==> src/rtl/dispatch4way.sv <==
// Four-lane input dispatcher: each accepted word is steered to one output lane register,
// chosen either by sel (directed) or by an internal round-robin pointer.
module dispatch4way #(
    parameter int W = 8
) (
    input  logic         clk,
    input  logic         rst,
    input  logic         mode,
    input  logic [1:0]   sel,
    input  logic [W-1:0] in_data,
    input  logic         in_valid,
    output logic         in_ready,
    output logic [W-1:0] out_data0,
    output logic [W-1:0] out_data1,
    output logic [W-1:0] out_data2,
    output logic [W-1:0] out_data3,
    output logic [3:0]   out_valid,
    input  logic [3:0]   out_ready,
    output logic [7:0]   acc_cnt,
    output logic [1:0]   rr_ptr
);

    logic [1:0]   target;
    logic [3:0]   drain;
    logic         accept;
    logic [W-1:0] laneData [4];

    // A full target lane can still take a word if its consumer empties it this cycle.
    always_comb begin
        target   = mode ? rr_ptr : sel;
        drain    = out_valid & out_ready;
        in_ready = !rst && (!out_valid[target] || drain[target]);
        accept   = in_valid && in_ready;
    end

    always_ff @(posedge clk) begin
        if (rst) begin
            for (int k = 0; k < 4; k++) begin
                laneData[k] <= '0;
            end
            out_valid <= '0;
            acc_cnt   <= '0;
            rr_ptr    <= '0;
        end else begin
            // A reload wins over a drain on the same lane so the lane stays occupied.
            for (int k = 0; k < 4; k++) begin
                if (accept && (target == 2'(k))) begin
                    laneData[k]  <= in_data;
                    out_valid[k] <= 1'b1;
                end else if (drain[k]) begin
                    out_valid[k] <= 1'b0;
                end
            end
            if (accept) begin
                acc_cnt <= acc_cnt + 8'd1;
                if (mode) begin
                    rr_ptr <= rr_ptr + 2'd1;
                end
            end
        end
    end

    assign out_data0 = laneData[0];
    assign out_data1 = laneData[1];
    assign out_data2 = laneData[2];
    assign out_data3 = laneData[3];

endmodule
==> config.mk <==
export PLATFORM = sky130hd
export DESIGN_NAME = dispatch4way
export DESIGN_NICKNAME = d
export VERILOG_FILES = /design/src/rtl/dispatch4way.sv
export SDC_FILE = /design/constraint.sdc
export NUM_CORES = 1
export LEC_CHECK = 0
export ABC_AREA = 0
export CORE_MARGIN = 2
export CORE_UTILIZATION = 49
export DETAILED_ROUTE_END_ITERATION = 7
export GPL_ROUTABILITY_DRIVEN = 1
export MAX_ROUTING_LAYER = met4
export PLACE_DENSITY = 0.84
export SLEW_MARGIN = 30
export SYNTH_ARGS = -nofsm -noshare
export SYNTH_HDL_FRONTEND = slang
export SYNTH_SLANG_ARGS = --single-unit
==> constraint.sdc <==
create_clock -name clk -period 4.25 [get_ports clk]
set_clock_uncertainty 0.05 [all_clocks]
set_input_delay 0.425 -clock clk [delete_from_list [all_inputs] [get_ports clk]]
set_output_delay 0.425 -clock clk [all_outputs]
set_load 0.01 [all_outputs]
; Word-level counts from Yosys, hierarchy flattened
; Memory sizes are Yosys's and may differ from the RTL's.
; Index checks and enable logic that the tools add are counted.
[op_classes]
n_addsub = 2
order_cmp = 1
eq_ne = 3
muxes = 31
n_bitwise = 5
reduce_logical = 15
[op_table]
columns = operator, n
row1 = 2-to-1 mux 8 bit, 4
row2 = 2-to-1 mux 1 bit, 24
row3 = "adder 8 x 1 -> 8 bit, second input constant", 1
row4 = nonzero test 2 bit, 4
row5 = logical AND 1 bit, 6
row6 = bitwise AND 4 bit, 1
row7 = binary-select mux 1 bit (select 2 bit), 2
row8 = "== test 2 bit, second input constant", 2
row9 = OR 1 bit, 4
row10 = "< comparator 2 x 3 -> 1 bit, second input constant", 1
row11 = "adder 2 x 1 -> 2 bit, second input constant", 1
row12 = "== test 2 x 1 -> 1 bit, second input constant", 1
row13 = zero test 1 bit, 2
row14 = zero test 2 bit, 1
row15 = 2-to-1 mux 2 bit, 1
row16 = AND reduction 2 bit, 1
row17 = logical OR 1 bit, 1
[totals]
regBits = 14
mem_bits_rw = 32
in_bits = 18
wordCells = 64
memories = 1
[mem_list]
columns = memory, words, width, read_ports, rd_clocked_by_memory_dff, write_ports, line_no
row1 = laneData, 4, 8, 4, 0, 4, 26  ; logic [W-1:0] laneData [4];

; Depth between registers and ports, before layout
; Gate-level depths: netlist of the first run.
[logic_depth]
word_depth = 12
depth_mapped = 7

; Worst setup path before layout of the first run
; Ideal clock, no wire load.
[synth_path]
path_kind = input to register
from = input port mode
to = memory laneData[3][0] (enable)
setup_ps = 310
arrival_time_ps = 1650
required_time_ps = 3890
setup_slack_ps = 2240
path_stages = 5
path_buffers = 1
path_cell_list = buf_6 mux2_2 nand2_1 nor3b_1 or2_2
[synth_rtl]
columns = item, line_no
row1 = "start, declared", 8  ; input logic mode,
row2 = "end, declared", 26

; Final worst setup path of the first run
[layout_path]
from = input port mode
to = output port in_ready
[layout_via]
elab_chain_cells = 6
[layout_rtl]
columns = item, line_no
row1 = 2-to-1 mux 2 bit (*), 30  ; target = mode ? rr_ptr : sel;
row2 = binary-select mux 1 bit (select 2 bit), 32  ; in_ready = !rst && (!out_valid[target] || drain[target]);
row3 = 2-to-1 mux 1 bit (implied by the code), 32
row4 = zero test 1 bit, 32
row5 = logical OR 1 bit (*), 32
row6 = logical AND 1 bit (*), 32
row7 = "end, declared", 12  ; output logic in_ready,
; Mark *: on every way between the ends. The rest lies on a longest branch, timed or not. The select of a mux whose other input is x is not followed.

==> impl_metrics.env, run 1 <==
export IMPL_reg2reg_from="rr_ptr[1]"
export IMPL_hold_buffers=0
export IMPL_initial_core_util_pct=50.22
export IMPL_clk_path_buf_depth=2
export IMPL_cp_start_kind="input port"
export IMPL_drv_slew=0
export IMPL_synth_seq_area_share_pct=62.23
export IMPL_viasPerCell=5.215
export IMPL_syn_area_sq_mm=0.001994
export IMPL_period_share_pct=75.61
export IMPL_ant_nets=0
export IMPL_leakage_nw=1.034
export IMPL_die_w_um=67.80
export IMPL_cts_sinks=46
export IMPL_min_period_ns=3.213
export IMPL_cp_common_cell="clkdlybuf4s50_1"
export IMPL_num_rows=23
export IMPL_die_y_um=67.80
export IMPL_vias=1502
export IMPL_drc=0
export IMPL_wirelength_um=4388
export IMPL_htreeDepth=2
export IMPL_synth_area_leaders="edfxtp_1 48%, dfxtp_1 14%, and2_1 10%"
export IMPL_area_growth_pct=40.09
export IMPL_cp_num_buf_inv=2
export IMPL_cellPowerDensity_mw_per_mm2=343.2
export IMPL_combinationalPowerShare_pct=13.3
export IMPL_async_flop_share_pct=0
export IMPL_vdd_drop_max_mv=0.2066
export IMPL_r2r_cells=4
export IMPL_mostFrequentLayoutCell="clkdlybuf4s50_1"
export IMPL_ctsResizeCount=0
export IMPL_tritoncts="built"
export IMPL_synth_compound_area_share_pct=7.277
export IMPL_path_clk_slew_ns=0.08
export IMPL_ys_types=33
export IMPL_hold_viol=0
export IMPL_coreArea_sq_mm=0.003971
export IMPL_grt_use_total_pct=20.59
export IMPL_critical_path_top_delay_family="buffers and inverters"
export IMPL_grt_pass1_vias=1409
export IMPL_status="finished, final reports clean"
export IMPL_cp_max_fo=11
export IMPL_io_buffer_count=64
export IMPL_hold_class="register to register"
export IMPL_synthMuxAreaShare_pct=4.329
export IMPL_netlist_instances=169
export IMPL_path_cells="clkdlybuf4s50_1, mux2i_2, mux2_2, nor2_1, clkdlybuf4s50_1"
export IMPL_final_layout_size_suffix_gt1_share_pct=7.143
export IMPL_grt_pass1_wl_um=6568
export IMPL_maxCapViolations=0
export IMPL_synth_edf_count=32
export IMPL_p_int_w=0.0007456
export IMPL_rsz0062_at_grt="no"
export IMPL_power_w=0.0009590
export IMPL_synth_top_family_by_area="simple AND/OR/NAND/NOR gates"
export IMPL_setup_worst_path_end_class="output port"
export IMPL_dr_pass1_iters=4
export IMPL_slew_headroom_pct=41.50
export IMPL_fmax_mhz=311.2
export IMPL_setup_viol=0
export IMPL_post_dp_hpwl_um=3218
export IMPL_cts_made_buffers=5
export IMPL_setup_reg_to_reg_worst_slack_ns=2.13
export IMPL_n_antenna_cell=0
export IMPL_cts_setup_buffers=0
export IMPL_worstPathRequired_ns=3.77
export IMPL_drt_iter0_drc=55
export IMPL_grt_overflow_total=0
export IMPL_tns_ns=0
export IMPL_min_to="acc_cnt[7]"
export IMPL_antenna_found_initial=0
export IMPL_clockRootBuffer="clkbuf_8"
export IMPL_avgSynthCellArea_sq_um=11.80
export IMPL_worstSetupPathType="input port to output port"
export IMPL_pwr_share_seq_pct=53.4
export IMPL_p_clk_share_pct=33.3
export IMPL_io_pins=65
export IMPL_yosysTopAreaCellShare_pct=48.18
export IMPL_r2r_end="laneData[1][6]"
export IMPL_wl_per_cell_um=15.24
export IMPL_hp_start="acc_cnt[7]"
export IMPL_nNetsFinal=256
export IMPL_switchingPower_w=0.0002134
export IMPL_switching_share_pct=22.25
export IMPL_ys_ff_latch=46
export IMPL_insertion_delay_ns=0.30
export IMPL_whs_path_depth=2
export IMPL_crit_arrival_ns=2.74
export IMPL_mostFrequentLayoutCells="64 x clkdlybuf4s50_1, 32 x and2_1, 32 x edfxtp_1"
export IMPL_max_stage_delay_ns=0.66
export IMPL_tightestPinTransition_ns=0.8756
export IMPL_synthXorXnorAreaFrac_pct=0.8783
export IMPL_dieArea_sq_mm=0.004597
export IMPL_synth_ff_type="edfxtp_1"
export IMPL_synth_fp_nets=188
export IMPL_synth_simple_area_share_pct=21.46
export IMPL_ys_warn_count=0
export IMPL_yosys_area_top_type="edfxtp_1"
export IMPL_slowest_stage="clkdlybuf4s50_1"
export IMPL_grt_max_degree=22
export IMPL_synth_adder_area_share_pct=0.6274
export IMPL_place_congestion=0.7324
-- logic make-up after synthesis --
kind of cell,count (synthesis)
simple gates,75
flops,46
compound gates,23
buf+inv,14
mux,8
xor+xnor,2
fa+ha+maj,1
-- Yosys cell counts (2+ instances only) --
cell	n
and2_1	32
edfxtp_1	32
dfxtp_1	14
inv_1	10
a21oi_1	9
nand2_1	9
nor2_1	8
nand2b_1	6
nand3_1	6
mux2i_1	5
a21o_1	4
or2_2	4
o21ai_0	3
o22ai_1	3
and3_1	2
clkbuf_1	2
mux2_2	2
nor3b_1	2
xnor2_1	2
-- power groups by stage --
stage	logic, W	clock network, W	registers [W]
after floorplan	0.0000443	0	0.000533
after global placement	0.000123	0	0.000522
after detailed placement	0.000127	0	0.000523
after CTS	0.000128	0.000325	0.000512
after global routing	0.000138	0.000346	0.000514
final	0.000127	0.000320	0.000512
-- layer usage --
metal / global-route usage, % / vias to the layer above / part of all wire, % / routed length [um]
met5: - / - / 0 / 0
met1: 21.89 / 695 / 38 / 1666
met2: 35.78 / 72 / 53 / 2307
met3: 5.000 / 10 / 7.4 / 323
met4: 10.00 / 0 / 2.1 / 91
li1: - / 725 / - / -
-- worst register-to-register path: stages, from the launching register on --
cell     delay, ns
dfxtp_1       0.35
mux2i_1       0.19
nand2_1       0.13
nor3b_1       0.75
or2_2         0.35
-- cell type report --
type	count	area, sq um
Clock buffer	6	72.57
Timing Repair Buffer	65	648.1
Inverter	10	37.54
Multi-Input combinational cell	109	694.4
Clock inverter	2	37.54
Sequential cell	46	1241
Fill cell	318	1177
Tap cell	50	62.56
-- state kept, by name (all words and copies together), names as in the netlist --
register / count
rr_ptr: 2
out_valid: 4
acc_cnt: 8
laneData: 32
-- how the worst max path moves through the flow --
| stage | from | endpoint | slack (ns) | cells after the start |
|---|---|---|---|---|
| 3_3_place_gp | mode | in_ready | 1.15 | 5 |
| 4_1_cts | mode | in_ready | 1.09 | 5 |
| 5_1_grt | mode | in_ready | 0.98 | 5 |
| 6_report | mode | in_ready | 1.04 | 5 |
| 2_1_floorplan | mode | laneData[3][0] | 2.24 | 5 |
| 3_5_place_dp | mode | in_ready | 1.11 | 5 |
-- metrics by stage --
step,hold slack (ns),area (sq um),utilization [%],std cells,setup WS (ns)
5_1_grt,0.4706,2794,70.35,288,0.9777
3_5_place_dp,0.4438,2679,67.45,280,1.109
4_1_cts,0.4597,2789,70.23,288,1.094
6_report,0.4548,2794,70.35,288,1.037
3_3_place_gp,0.4323,2679,67.45,280,1.154
2_1_floorplan,0.4545,1994,-,169,2.240
(Power assumes the default switching activity.)
==> run 2: changes to the inputs <==
--- a/config.mk
+++ b/config.mk
@@ -7,11 +7,11 @@
 export LEC_CHECK = 0
 export ABC_AREA = 0
 export CORE_MARGIN = 2
-export CORE_UTILIZATION = 49
+export CORE_UTILIZATION = 41
 export DETAILED_ROUTE_END_ITERATION = 7
 export GPL_ROUTABILITY_DRIVEN = 1
 export MAX_ROUTING_LAYER = met4
-export PLACE_DENSITY = 0.84
+export PLACE_DENSITY = 0.75
 export SLEW_MARGIN = 30
 export SYNTH_ARGS = -nofsm -noshare
 export SYNTH_HDL_FRONTEND = slang
==> constraint.sdc (replaced) <==
create_clock -name clk -period 2.95 [get_ports clk]
set_clock_uncertainty 0.05 [all_clocks]
set_input_delay 0.295 -clock clk [delete_from_list [all_inputs] [get_ports clk]]
set_output_delay 0.295 -clock clk [all_outputs]
set_load 0.01 [all_outputs]
==> impl_metrics.env, run 2 (synthesis results as in run 1) <==
export IMPL_area_growth_pct=42.35
export IMPL_vdd_drop_max_mv=0.2914
export IMPL_dieArea_sq_mm=0.005438
export IMPL_ctsResizeCount=0
export IMPL_cts_made_buffers=5
export IMPL_tritoncts="built"
export IMPL_viasPerCell=4.940
export IMPL_tns_ns=0
export IMPL_reg2reg_from="rr_ptr[0]"
export IMPL_cts_sinks=46
export IMPL_mostFrequentLayoutCell="clkdlybuf4s50_1"
export IMPL_status="finished, final reports clean"
export IMPL_n_antenna_cell=0
export IMPL_mostFrequentLayoutCells="64 x clkdlybuf4s50_1, 32 x and2_1, 32 x edfxtp_1"
export IMPL_dr_pass1_iters=4
export IMPL_reg_top3="laneData (32), acc_cnt (8), out_valid (4)"
export IMPL_grt_pass1_wl_um=6920
export IMPL_grt_max_degree=21
export IMPL_dp_slack_ns=0.3560
export IMPL_wirelength_um=4232
export IMPL_placed_area_sq_mm=0.002729
export IMPL_antenna_found_initial=0
export IMPL_hold_viol=0
export IMPL_critical_path_top_delay_family="buffers and inverters"
export IMPL_wl_per_cell_um=14.20
export IMPL_initial_core_util_pct=42.51
export IMPL_io_buffer_count=64
export IMPL_tightestPinTransition_ns=0.4474
export IMPL_nNetsFinal=262
export IMPL_place_congestion=0.7387
export IMPL_hold_buffers=0
export IMPL_stdcell_area_sq_mm=0.002839
export IMPL_largest_register_ffs=32
export IMPL_cellPowerDensity_mw_per_mm2=488.1
export IMPL_drv_slew=0
export IMPL_cp_max_fo=4
export IMPL_clk_path_buf_depth=2
export IMPL_slowest_stage="clkdlybuf4s50_1"
export IMPL_maxCapViolations=0
export IMPL_crit_arrival_ns=2.25
export IMPL_fmax_mhz=385.1
export IMPL_insertion_delay_ns=0.30
export IMPL_period_share_pct=88.04
export IMPL_cp_num_buf_inv=2
export IMPL_setup_viol=0
export IMPL_grt_overflow_total=0
export IMPL_htreeDepth=2
export IMPL_worstSetupStartpoint="mode"
export IMPL_num_rows=25
export IMPL_rsz0062_at_grt="no"
export IMPL_vias=1472
export IMPL_worstPathRequired_ns=2.61
export IMPL_drc=0
export IMPL_max_stage_delay_ns=0.55
export IMPL_instances_no_fill=298
export IMPL_hp_start="acc_cnt[7]"
export IMPL_setup_worst_path_end_class="output port"
export IMPL_path_cells="clkdlybuf4s50_1, mux2_2, mux2i_1, mux2_2, nor2_1, clkdlybuf4s50_1"
export IMPL_die_w_um=73.75
export IMPL_place_inst=290
export IMPL_clockRootBuffer="clkbuf_8"
export IMPL_grt_use_total_pct=17.70
export IMPL_cts_setup_buffers=0
export IMPL_path_clk_slew_ns=0.08
export IMPL_hold_slack_ns=0.4595
export IMPL_top_register="laneData"
export IMPL_io_pins=65
export IMPL_ant_nets=0
export IMPL_cp_start_kind="input port"
export IMPL_grt_pass1_vias=1456
export IMPL_layout_setup_ws_ns=0.3530
export IMPL_nFillCells=395
export IMPL_die_y_um=73.75
export IMPL_leakage_nw=1.063
export IMPL_coreArea_sq_mm=0.004692
export IMPL_worstSetupPathType="input port to output port"
export IMPL_drt_iter0_drc=72
export IMPL_final_layout_size_suffix_gt1_share_pct=9.016
export IMPL_post_dp_hpwl_um=3154
export IMPL_hold_class="register to register"
export IMPL_min_period_ns=2.597
export IMPL_slew_headroom_pct=70.17
[run 2: changes by cell type in the layout (fill, tap and decap cells not counted)]
cell and delta:
nor3b_2 -1, nor3b_1 +1, buf_4 +6
[run 2: stage by stage]
step,utilization [%],total power (W)
3_5_place_dp,58.16,0.0009402
3_3_place_gp,58.16,0.0009363
5_1_grt,60.51,0.001452
4_1_cts,60.51,0.001400
2_1_floorplan,-,0.0008312
6_report,60.51,0.001386
[run 2: path summary, 6_finish.rpt]
check / end / slack, ns / cells past startpoint
min reg2reg: acc_cnt[7] / 0.46 / 2
max reg2reg: acc_cnt[2] / 1.09 / 6
max: in_ready / 0.35 / 6
min: acc_cnt[7] / 0.46 / 2
[run 2: routing by layer]
| layer | global-route usage [%] | up-vias | share of wire (%) |
|---|---|---|---|
| li1 | - | 737 | - |
| met1 | 20.86 | 672 | 43 |
| met2 | 28.67 | 56 | 49 |
| met3 | 4.664 | 7 | 6.2 |
| met4 | 7.273 | 0 | 1.8 |
| met5 | - | - | 0 |
[run 2: worst register-to-register path: cells and delay by family (launching register included)]
kind                   cells  cell delay, ns
AO/OA/AOI/OAI              3            0.60
multiplexers               2            0.59
flip-flops                 1            0.36
buffers and inverters      1            0.21
[run 2: layout make-up]
cell class	instances	area, sq um	share of cell area (%)
Timing Repair Buffer	71	693.2	24.42
Inverter	10	37.54	1.322
Sequential cell	46	1241	43.72
Tap cell	54	67.56	2.380
Multi-Input combinational cell	109	689.4	24.28
Clock buffer	6	72.57	2.556
Clock inverter	2	37.54	1.322
[run 2: report_power, final]
part	internal (W)	switching (W)
Sequential	0.000722	0.0000147
Clock	0.000253	0.000210
Combinational	0.000104	0.0000830
Total	0.00108	0.000307
